`src/rtl/cache_pkg.sv`:
```
// Shared definitions for the set-associative cache: width codes, FSM states and
// the store byte-merge helpers.
package cache_pkg;

  localparam logic [1:0] WidthWord = 2'd0;
  localparam logic [1:0] WidthHalf = 2'd1;
  localparam logic [1:0] WidthByte = 2'd2;

  typedef enum logic [2:0] {
    StIdle,
    StLookup,
    StWriteback,
    StAllocate,
    StWriteAround
  } state_e;

  function automatic logic [31:0] align_addr(input logic [31:0] addr, input logic [1:0] width);
    logic [31:0] a;
    a = addr;
    case (width)
      WidthByte: a = addr;
      WidthHalf: a[0] = 1'b0;
      default:   a[1:0] = 2'b00;
    endcase
    return a;
  endfunction

  function automatic logic [3:0] byte_mask(input logic [1:0] width, input logic [1:0] a);
    logic [3:0] m;
    case (width)
      WidthByte: m = 4'b0001 << a;
      WidthHalf: m = a[1] ? 4'b1100 : 4'b0011;
      default:   m = 4'b1111;
    endcase
    return m;
  endfunction

  // Right-aligned store data, upper bits cleared according to width.
  function automatic logic [31:0] width_data(input logic [31:0] wdata, input logic [1:0] width);
    logic [31:0] d;
    case (width)
      WidthByte: d = {24'h0, wdata[7:0]};
      WidthHalf: d = {16'h0, wdata[15:0]};
      default:   d = wdata;
    endcase
    return d;
  endfunction

  function automatic logic [31:0] merge_word(input logic [31:0] old, input logic [31:0] wdata,
                                             input logic [1:0] width, input logic [1:0] a);
    logic [3:0]  m;
    logic [31:0] d;
    logic [31:0] r;
    m = byte_mask(width, a);
    case (width)
      WidthByte: d = {4{wdata[7:0]}};
      WidthHalf: d = {2{wdata[15:0]}};
      default:   d = wdata;
    endcase
    for (int i = 0; i < 4; i++) begin
      r[8*i +: 8] = m[i] ? d[8*i +: 8] : old[8*i +: 8];
    end
    return r;
  endfunction

endpackage

```
`src/rtl/plru_tree.sv`:
```
// Tree pseudo-LRU: walks the tree bits to a victim way, and computes the bits that
// point away from an accessed way.
module plru_tree #(
  parameter int unsigned WAY_BITS = 1,
  localparam int unsigned WAYS = 1 << WAY_BITS,
  localparam int unsigned TREE_W = (WAYS > 1) ? WAYS - 1 : 1,
  localparam int unsigned WIDX = (WAY_BITS > 0) ? WAY_BITS : 1
) (
  input  logic [TREE_W-1:0] tree,
  input  logic [WIDX-1:0]   access_way,
  output logic [WIDX-1:0]   victim,
  output logic [TREE_W-1:0] tree_next
);

  // Heap-ordered nodes: node n has bit n-1, children 2n and 2n+1; bit 0 picks left.
  always_comb begin : victim_walk
    int   node;
    logic b;
    node = 1;
    b = 1'b0;
    for (int l = 0; l < int'(WAY_BITS); l++) begin
      b = 1'b0;
      for (int n = 0; n < int'(TREE_W); n++) begin
        if (n == node - 1) b = tree[n];
      end
      node = 2 * node + (b ? 1 : 0);
    end
    victim = WIDX'(node - int'(WAYS));
  end

  always_comb begin : access_update
    int              node;
    logic [WIDX-1:0] aw;
    logic            b;
    node = 1;
    aw = access_way;
    b = 1'b0;
    tree_next = tree;
    for (int l = 0; l < int'(WAY_BITS); l++) begin
      b = aw[WIDX-1];
      aw = aw << 1;
      for (int n = 0; n < int'(TREE_W); n++) begin
        if (n == node - 1) tree_next[n] = ~b;
      end
      node = 2 * node + (b ? 1 : 0);
    end
  end

endmodule

```
`src/rtl/assoc_cache.sv`:
```
// N-way set-associative write-back cache with tree PLRU and valid/ready handshakes.
// Define CACHE_WRITE_ALLOCATE_EN to allocate on store miss; otherwise store misses write around.
module assoc_cache
  import cache_pkg::*;
#(
  parameter int unsigned SET_BITS = 2,
  parameter int unsigned WAY_BITS = 1,
  parameter int unsigned OFFSET_BITS = 4,
  localparam int unsigned BLOCK_BITS = 8 << OFFSET_BITS
) (
  input  logic                  CLK,
  input  logic                  RST,
  input  logic                  cpu_req_valid,
  output logic                  cpu_req_ready,
  input  logic                  cpu_req_write,
  input  logic [1:0]            cpu_req_width,
  input  logic [31:0]           cpu_req_addr,
  input  logic [31:0]           cpu_req_wdata,
  output logic                  cpu_resp_valid,
  output logic [31:0]           cpu_resp_rdata,
  output logic                  mem_req_valid,
  output logic                  mem_req_write,
  output logic [1:0]            mem_req_width,
  output logic [31:0]           mem_req_addr,
  output logic [BLOCK_BITS-1:0] mem_req_wdata,
  input  logic                  mem_resp_ready,
  input  logic [BLOCK_BITS-1:0] mem_resp_data
);

  localparam int unsigned TAG_BITS = 32 - SET_BITS - OFFSET_BITS;
  localparam int unsigned WAYS = 1 << WAY_BITS;
  localparam int unsigned SETS = 1 << SET_BITS;
  localparam int unsigned WIDX = (WAY_BITS > 0) ? WAY_BITS : 1;
  localparam int unsigned PLRU_W = (WAYS > 1) ? WAYS - 1 : 1;

`ifdef CACHE_WRITE_ALLOCATE_EN
  localparam bit WriteAlloc = 1'b1;
`else
  localparam bit WriteAlloc = 1'b0;
`endif

  state_e state_q, state_d;

  logic        req_write_q;
  logic [1:0]  req_width_q;
  logic [31:0] req_addr_q;
  logic [31:0] req_wdata_q;
  logic [WIDX-1:0] victim_q;
  logic        resp_valid_q;
  logic [31:0] rdata_q;

  logic [TAG_BITS-1:0]   tag_q   [SETS][WAYS];
  logic [BLOCK_BITS-1:0] data_q  [SETS][WAYS];
  logic [WAYS-1:0]       valid_q [SETS];
  logic [WAYS-1:0]       dirty_q [SETS];
  logic [PLRU_W-1:0]     plru_q  [SETS];

  logic [SET_BITS-1:0]    req_set;
  logic [TAG_BITS-1:0]    req_tag;
  logic [OFFSET_BITS-1:0] word_byte;
  logic                   hit;
  logic [WIDX-1:0]        hit_way;
  logic                   has_inv;
  logic [WIDX-1:0]        inv_way;
  logic [WIDX-1:0]        plru_victim;
  logic [WIDX-1:0]        victim;
  logic [WIDX-1:0]        acc_way;
  logic [PLRU_W-1:0]      plru_next;

  logic [BLOCK_BITS-1:0] hit_block, hit_block_m, fill_block_m;
  logic [31:0]           hit_word, hit_word_m, fill_word, fill_word_m;

  assign req_set   = req_addr_q[OFFSET_BITS +: SET_BITS];
  assign req_tag   = req_addr_q[31 -: TAG_BITS];
  assign word_byte = req_addr_q[OFFSET_BITS-1:0] & ~OFFSET_BITS'(3);

  always_comb begin
    hit = 1'b0;
    hit_way = '0;
    for (int w = 0; w < int'(WAYS); w++) begin
      if (valid_q[req_set][w] && (tag_q[req_set][w] == req_tag)) begin
        hit = 1'b1;
        hit_way = WIDX'(w);
      end
    end
  end

  // Descending scan so the lowest-index invalid way wins.
  always_comb begin
    has_inv = 1'b0;
    inv_way = '0;
    for (int w = int'(WAYS) - 1; w >= 0; w--) begin
      if (!valid_q[req_set][w]) begin
        has_inv = 1'b1;
        inv_way = WIDX'(w);
      end
    end
  end

  assign victim  = has_inv ? inv_way : plru_victim;
  assign acc_way = (state_q == StLookup) ? hit_way : victim_q;

  plru_tree #(
    .WAY_BITS(WAY_BITS)
  ) u_plru (
    .tree      (plru_q[req_set]),
    .access_way(acc_way),
    .victim    (plru_victim),
    .tree_next (plru_next)
  );

  always_comb begin
    hit_block = data_q[req_set][hit_way];
    hit_word = hit_block[{word_byte, 3'b000} +: 32];
    hit_word_m = merge_word(hit_word, req_wdata_q, req_width_q, req_addr_q[1:0]);
    hit_block_m = hit_block;
    hit_block_m[{word_byte, 3'b000} +: 32] = hit_word_m;
    fill_word = mem_resp_data[{word_byte, 3'b000} +: 32];
    fill_word_m = req_write_q ? merge_word(fill_word, req_wdata_q, req_width_q, req_addr_q[1:0])
                              : fill_word;
    fill_block_m = mem_resp_data;
    fill_block_m[{word_byte, 3'b000} +: 32] = fill_word_m;
  end

  always_comb begin
    state_d = state_q;
    case (state_q)
      StIdle: if (cpu_req_valid) state_d = StLookup;
      StLookup: begin
        if (hit) begin
          state_d = StIdle;
        end else if (req_write_q && !WriteAlloc) begin
          state_d = StWriteAround;
        end else if (valid_q[req_set][victim] && dirty_q[req_set][victim]) begin
          state_d = StWriteback;
        end else begin
          state_d = StAllocate;
        end
      end
      StWriteback:   if (mem_resp_ready) state_d = StAllocate;
      StAllocate:    if (mem_resp_ready) state_d = StIdle;
      StWriteAround: if (mem_resp_ready) state_d = StIdle;
      default:       state_d = StIdle;
    endcase
  end

  always_comb begin
    mem_req_valid = 1'b0;
    mem_req_write = 1'b0;
    mem_req_width = WidthWord;
    mem_req_addr  = req_addr_q;
    mem_req_wdata = '0;
    case (state_q)
      StWriteback: begin
        mem_req_valid = 1'b1;
        mem_req_write = 1'b1;
        mem_req_addr  = {tag_q[req_set][victim_q], req_set, {OFFSET_BITS{1'b0}}};
        mem_req_wdata = data_q[req_set][victim_q];
      end
      StAllocate: begin
        mem_req_valid = 1'b1;
        mem_req_addr  = {req_addr_q[31:OFFSET_BITS], {OFFSET_BITS{1'b0}}};
      end
      StWriteAround: begin
        mem_req_valid = 1'b1;
        mem_req_write = 1'b1;
        mem_req_width = req_width_q;
        mem_req_wdata = BLOCK_BITS'(width_data(req_wdata_q, req_width_q))
                        << {req_addr_q[OFFSET_BITS-1:0], 3'b000};
      end
      default: ;
    endcase
  end

  assign cpu_req_ready  = (state_q == StIdle);
  assign cpu_resp_valid = resp_valid_q;
  assign cpu_resp_rdata = rdata_q;

  always_ff @(posedge CLK) begin
    if (RST) begin
      state_q      <= StIdle;
      resp_valid_q <= 1'b0;
      rdata_q      <= '0;
      req_write_q  <= 1'b0;
      req_width_q  <= WidthWord;
      req_addr_q   <= '0;
      req_wdata_q  <= '0;
      victim_q     <= '0;
    end else begin
      state_q      <= state_d;
      resp_valid_q <= 1'b0;
      if (state_q == StIdle && cpu_req_valid) begin
        req_write_q <= cpu_req_write;
        req_width_q <= cpu_req_width;
        req_addr_q  <= align_addr(cpu_req_addr, cpu_req_width);
        req_wdata_q <= cpu_req_wdata;
      end
      if (state_q == StLookup) begin
        victim_q <= victim;
        if (hit) begin
          resp_valid_q <= 1'b1;
          rdata_q      <= req_write_q ? hit_word_m : hit_word;
        end
      end
      if (state_q == StAllocate && mem_resp_ready) begin
        resp_valid_q <= 1'b1;
        rdata_q      <= fill_word_m;
      end
      if (state_q == StWriteAround && mem_resp_ready) resp_valid_q <= 1'b1;
    end
  end

  always_ff @(posedge CLK) begin
    if (RST) begin
      for (int s = 0; s < int'(SETS); s++) begin
        valid_q[s] <= '0;
        dirty_q[s] <= '0;
        plru_q[s]  <= '0;
      end
    end else begin
      if (state_q == StLookup && hit) begin
        plru_q[req_set] <= plru_next;
        if (req_write_q) dirty_q[req_set][hit_way] <= 1'b1;
      end
      if (state_q == StWriteback && mem_resp_ready) dirty_q[req_set][victim_q] <= 1'b0;
      if (state_q == StAllocate && mem_resp_ready) begin
        valid_q[req_set][victim_q] <= 1'b1;
        dirty_q[req_set][victim_q] <= req_write_q;
        plru_q[req_set]            <= plru_next;
      end
    end
  end

  // Tag and data storage carry no reset; valid bits qualify them.
  always_ff @(posedge CLK) begin
    if (!RST) begin
      if (state_q == StLookup && hit && req_write_q) begin
        data_q[req_set][hit_way] <= hit_block_m;
      end
      if (state_q == StAllocate && mem_resp_ready) begin
        tag_q[req_set][victim_q]  <= req_tag;
        data_q[req_set][victim_q] <= fill_block_m;
      end
    end
  end

endmodule

```
`config.mk`:
```
export PLATFORM = sky130hd
export DESIGN_NAME = assoc_cache
export DESIGN_NICKNAME = d
export VERILOG_FILES = /design/src/rtl/cache_pkg.sv /design/src/rtl/plru_tree.sv /design/src/rtl/assoc_cache.sv
export SDC_FILE = /design/constraint.sdc
export NUM_CORES = 2
export LEC_CHECK = 0
export CAP_MARGIN = 20
export CORE_ASPECT_RATIO = 0.9
export CORE_MARGIN = 3
export CORE_UTILIZATION = 25
export DETAILED_ROUTE_END_ITERATION = 8
export PLACE_DENSITY = 0.47
export SYNTH_ARGS = -nofsm -noshare
export SYNTH_HDL_FRONTEND = slang
export SYNTH_SLANG_ARGS = --single-unit
```
`constraint.sdc`:
```
create_clock -name CLK -period 26.6 [get_ports CLK]
set_input_delay 3.99 -clock CLK [delete_from_list [all_inputs] [get_ports CLK]]
set_output_delay 3.99 -clock CLK [all_outputs]
set_load 0.02 [all_outputs]
```
After elaboration in Yosys (flattened, before gate mapping):

Memory sizes are Yosys's and may differ from the RTL's. A register that Yosys moved wholly into a read port is not among the register bits.
Index checks and enable logic that the tools add are counted.

* RAM bits: 1252
* memories kept: 5
* output and inout port bits: 198
* input port bits: 199
* bits in registers: 104
* logic and storage cells: 705

Memories
* data_q: depth 4, width 256, read ports 1, clocked after Yosys merged registers in 1, write ports 1, line assoc_cache.sv:53 `logic [BLOCK_BITS-1:0] data_q [SETS][WAYS];`
* tag_q: depth 4, width 52, read ports 1, clocked after Yosys merged registers in 1, write ports 1, line assoc_cache.sv:52 `logic [TAG_BITS-1:0] tag_q [SETS][WAYS];`
* dirty_q: depth 4, width 2, read ports 1, clocked after Yosys merged registers in 1, write ports 4, line assoc_cache.sv:55 `logic [WAYS-1:0] dirty_q [SETS];`
* valid_q: depth 4, width 2, read ports 1, clocked after Yosys merged registers in 1, write ports 4, line assoc_cache.sv:54 `logic [WAYS-1:0] valid_q [SETS];`
* plru_q: depth 4, width 1, read ports 1, clocked after Yosys merged registers in 1, write ports 4, line assoc_cache.sv:56 `logic [PLRU_W-1:0] plru_q [SETS];`

* muxes and demuxes: 371
* bitwise gates (word level): 264
* add/sub/neg operators: 3
* reduce and logical (&&, ||, !) cells: 25
* $lt $le $gt $ge: 9
* eq/ne operators: 13
* shift operators: 7

Operators with widths (count)
* $mux W128: 8
* $mux W256: 2
* $mux W1: 302
* $or A1 B1 Y1: 261
* $bwmux W128: 2
* $demux W128 S1: 2
* $pmux W128 S2: 1
* $shiftx A128 B8 Y32: 2
* $shiftx A32 B9 Y128: 2
* $mux W32: 6
* $pmux W32 S2: 3
* $shift A32 B9 Y128 const A: 1
* $shl A32 B7 Y128: 1
* $mux W26: 4
* $mux W8: 8
* $eq A26 B26 Y1: 2
* $mux W52: 1
* $mux W2: 21
* $demux W26 S1: 1
* $mux W3: 5
* $logic_and A1 B1 Y1: 13
* $pmux W3 S4: 1
* $reduce_or A2 Y1: 5
* $neg A7 Y9: 1
* other kinds (25): 37

Logic depth before layout (Yosys ltp):

* depth in word-level cells: 13
* mapped depth: 18
* mapped depth without buffers: 10

Hierarchy:

A second synthesis with hierarchy kept.

* cells, all modules: 4861
* area total of the unflattened synthesis: 66083.4 µm²

Modules (own cells, without submodules)
* assoc_cache: instances 1, cells each 4859, area each 66072.1 µm², seq. area each 39718.1 µm²
* plru_tree: instances 1, cells each 2, area each 11.3 µm², seq. area each 0.0 µm²

Least setup slack after synthesis:

Ideal clock, no wire load.

* path kind: input-to-reg
* start: input port mem_resp_ready
* end: memory data_q[0][128] (netlist bit), enable pin
* setup slack: 15.903 ns
* stages: 6
* data required time: 25.983 ns
* arrival time: 10.080 ns
* buffers on the path: 1
* library setup time: 0.617 ns
* path through: nand3_1 clkbuf_1 nor2_1 nand2_1 o21a_1 nor2_1

* longest elaborated chain between the ends: 5

Ends and longest elaborated chain
* start: declaration: line assoc_cache.sv:26 `input logic mem_resp_ready,`
* $logic_and A1 B1 Y1: line assoc_cache.sv:240 `if (state_q == StAllocate && mem_resp_ready) begin`
* $mux W1: line assoc_cache.sv:240
* $mux W1: line assoc_cache.sv:236 `if (!RST) begin`
* $mux W256 (not written as such): line assoc_cache.sv:242 `data_q[req_set][victim_q] <= fill_block_m;`
* $or A1 B1 Y1 (no line)
* end: declaration: line assoc_cache.sv:53

Every way passes these cells.

==> summary.txt <==
Post-Syn Instances -> 4578
Final nets -> 5093
largest family of logic cells by synthesized area -> multiplexers
status -> finished, final reports clean
Worst Tran Pin Value -> 1.302 ns
share of the synthesized area in the top cell type -> 0.5758
Yosys warning count -> 0
Hold-fix buffers, CTS -> 0
total power -> 6.034 mW
Antenna Violating Nets Remaining -> 0
Hold Crit Class -> reg2reg
largest net degree at the start of global routing -> 130
starting DRC count in detailed routing -> 5946
Setup Buffers After CTS -> 0
CTS tree -> yes
H-tree depth -> 4
Tot GR Track Use -> 0.2015
Synth Register Bits -> 1358
Detail Placement HPWL -> 179800 um
mux share of post-synthesis cell area -> 0.1843
port bufs -> 396
die footprint -> 267400 sq um
Synth top cells by count -> edfxtp_1 (1252), nand2_1 (568), mux4_2 (357)
IO Pins -> 397
initial antenna violation count -> 8
Post-Synth Simple-Gate Area -> 0.06739
Crit. End Element -> output pin
R2R Setup Slk -> 18.18 ns
Synth Area in Adders -> 0.001533
count leader, synth -> edfxtp_1
Critical Path RT -> 22.61 ns
clock tree buffer depth -> 4
crit path kind -> reg2out
DR WL/cell -> 33.01 um
minimum clock period after layout -> 10.35 ns
DRC -> 0
Top FF cell, synth -> edfxtp_1
count of pins over their slew limit -> 0
Clock Latency Late Sink -> 0.86 ns
placed inst area -> 73220 sq um
initial core utilization -> 0.2520
vias -> 46450
total routed wirelength -> 277700 um
CTS Sinks -> 1358
die height -> 490.8 um
vias per inst -> 5.522
Pre-Repair DR Iteration Count -> 6
Crit Path Max Fanout -> 47
distinct cell type count after synthesis -> 78
PostCTS Resize Cnt -> 0
RSZ-0062 raised after global routing -> no
layout cells sized above 1 -> 0.1857
register area -> 39730 sq um
Max VDD drop -> 0.00004353 V
register area share after synthesis -> 0.6083
period utilization -> 0.3891
Overflow after GRT -> 0
Slew HR -> 0.1226
EDFF count, synth -> 1252
ys async rst share -> 0
clk root buf -> clkbuf_16
Final Hold Viols -> 0
Filler cells -> 25780
Final GP Congestion -> 0.9611
Finished Layout Cells -> 8412
post-route cell area -> 78550 sq um
area leader, netlist -> edfxtp_1
Die X -> 544.7 um
Max Clock Freq -> 96.61 MHz
vias in the first global route -> 45080
syn_nets -> 4785
Setup-failing EPs final -> 0
Min Hold Slack -> 0.4894 ns
post-route setup TNS -> 0 ns
Syn Area/Cell -> 14.26 sq um
P_leak -> 25.84 nW
first-pass GRT wire length -> 379900 um
total core area -> 259100 sq um
row count -> 177
Post-Synth XOR/XNOR Area -> 0.005902
Clock Skew -> 0.1149 ns
Compound-Gate Fraction of Synth Area -> 0.1031
Worst setup SP type -> flop
CTS clock-pin slew for the worst setup and hold paths -> 0.06 ns
ranking of synthesized cells by area -> edfxtp_1 (58%), mux4_2 (12%), mux2i_1 (4.4%), o221ai_1 (3.3%), nand2_1 (3.3%)
area occupied by multi-input gates -> 23950 sq um
Layout Area Growth over Synthesis -> 20.30%
total CTS buffers -> 163
Cell Area, Synth -> 65290 sq um
Worst Path Arrival -> 6.36 ns
Pwr Density -> 76.81 nW/um^2
Max Cap Viol -> 0
Cells after DPL -> 8120
-- state kept, by name (all words and copies together) (netlist names), 2 cells and up, named ones only --
| register | cells |
|---|---|
| data_q | 1024 |
| tag_q | 208 |
| cpu_resp_rdata | 32 |
| req_addr_q | 32 |
| req_wdata_q | 32 |
| dirty_q | 8 |
| valid_q | 8 |
| plru_q | 4 |
| state_q | 3 |
| req_width_q | 2 |
-- through the flow --
stage	setup slack, ns	utilization
after floorplan	15.90	-
after global placement	16.80	0.2826
after detailed placement	16.80	0.2826
after CTS	15.95	0.3030
after global routing	15.71	0.3031
final	16.25	0.3031
-- logic make-up after synthesis --
kind of cell	count (synthesis)
AO/OA/AOI/OAI	972
XOR/XNOR	44
adder cells (fa/ha/maj)	8
buffers and inverters	457
flip-flops	1358
multiplexers	737
AND/OR/NAND/NOR	1002
-- path summary, 6_finish.rpt --
check                 start                 to  cells after the start
max                    flop  mem_req_wdata[43]                      8
min          req_width_q[0]     req_width_q[0]                      2
max reg2reg            flop     data_q[3][251]                     12
min reg2reg  req_width_q[0]     req_width_q[0]                      2
-- metal layers --
layer / track usage / routed length [um] / vias to the layer above
met4: 0.1108 / 17840 / 4
li1: - / - / 18900
met3: 0.04081 / 23890 / 604
met5: 0 / 21 / -
met1: 0.2705 / 113300 / 24270
met2: 0.3041 / 122600 / 2672
-- power breakdown --
part           switching (mW)  internal [mW]
Combinational           0.873          0.425
Clock                   0.914           1.33
Sequential             0.0470           2.44
Total                    1.83           4.20
-- cell type report --
cell class                      instances  share of cell area
Sequential cell                      1358              0.5059
Multi-Input combinational cell       2763              0.3049
Timing Repair Buffer                  518             0.06341
Clock buffer                          203             0.05634
Tap cell                             3401             0.05418
Clock inverter                         83             0.01115
Inverter                               82            0.004046
Antenna cell                            4           0.0001274
-- worst max-delay path, stage by stage, from the launching register on --
cell,delay [ns]
dfxtp_4,0.55
buf_4,0.69
buf_4,0.77
buf_4,0.82
buf_4,0.80
mux4_2,0.66
mux2i_1,0.24
o22ai_1,0.27
clkdlybuf4s50_1,0.65
-- cell usage in the layout, fill, tap and decap left out, types with 9 or more instances in the layout --
cell type and n:
nand2_1 555, nand3_1 31, xnor2_1 42, mux2i_1 287
nor2b_1 82, nand4_1 20, a211o_1 11, and3_1 23
or2_2 26, bufinv_16 16, a211oi_1 15, clkbuf_16 168
o31ai_1 9, a21oi_1 214, nand2b_1 26, buf_4 112
dfxtp_1 101, clkinv_1 22, nor2_1 155, clkbuf_8 9
o221ai_1 248, nor3_1 14, a22oi_1 64, edfxtp_1 1252
mux2_2 83, mux4_2 357, a2bb2oi_1 9, clkdlybuf4s50_1 395
inv_1 78, a31oi_1 34, nand2_4 9, o22ai_1 172
clkbuf_1 26, a21o_1 10, nor2_4 21, and2_1 12
o21ai_0 107, clkinv_2 28
Power figures use the tool's default switching activity.
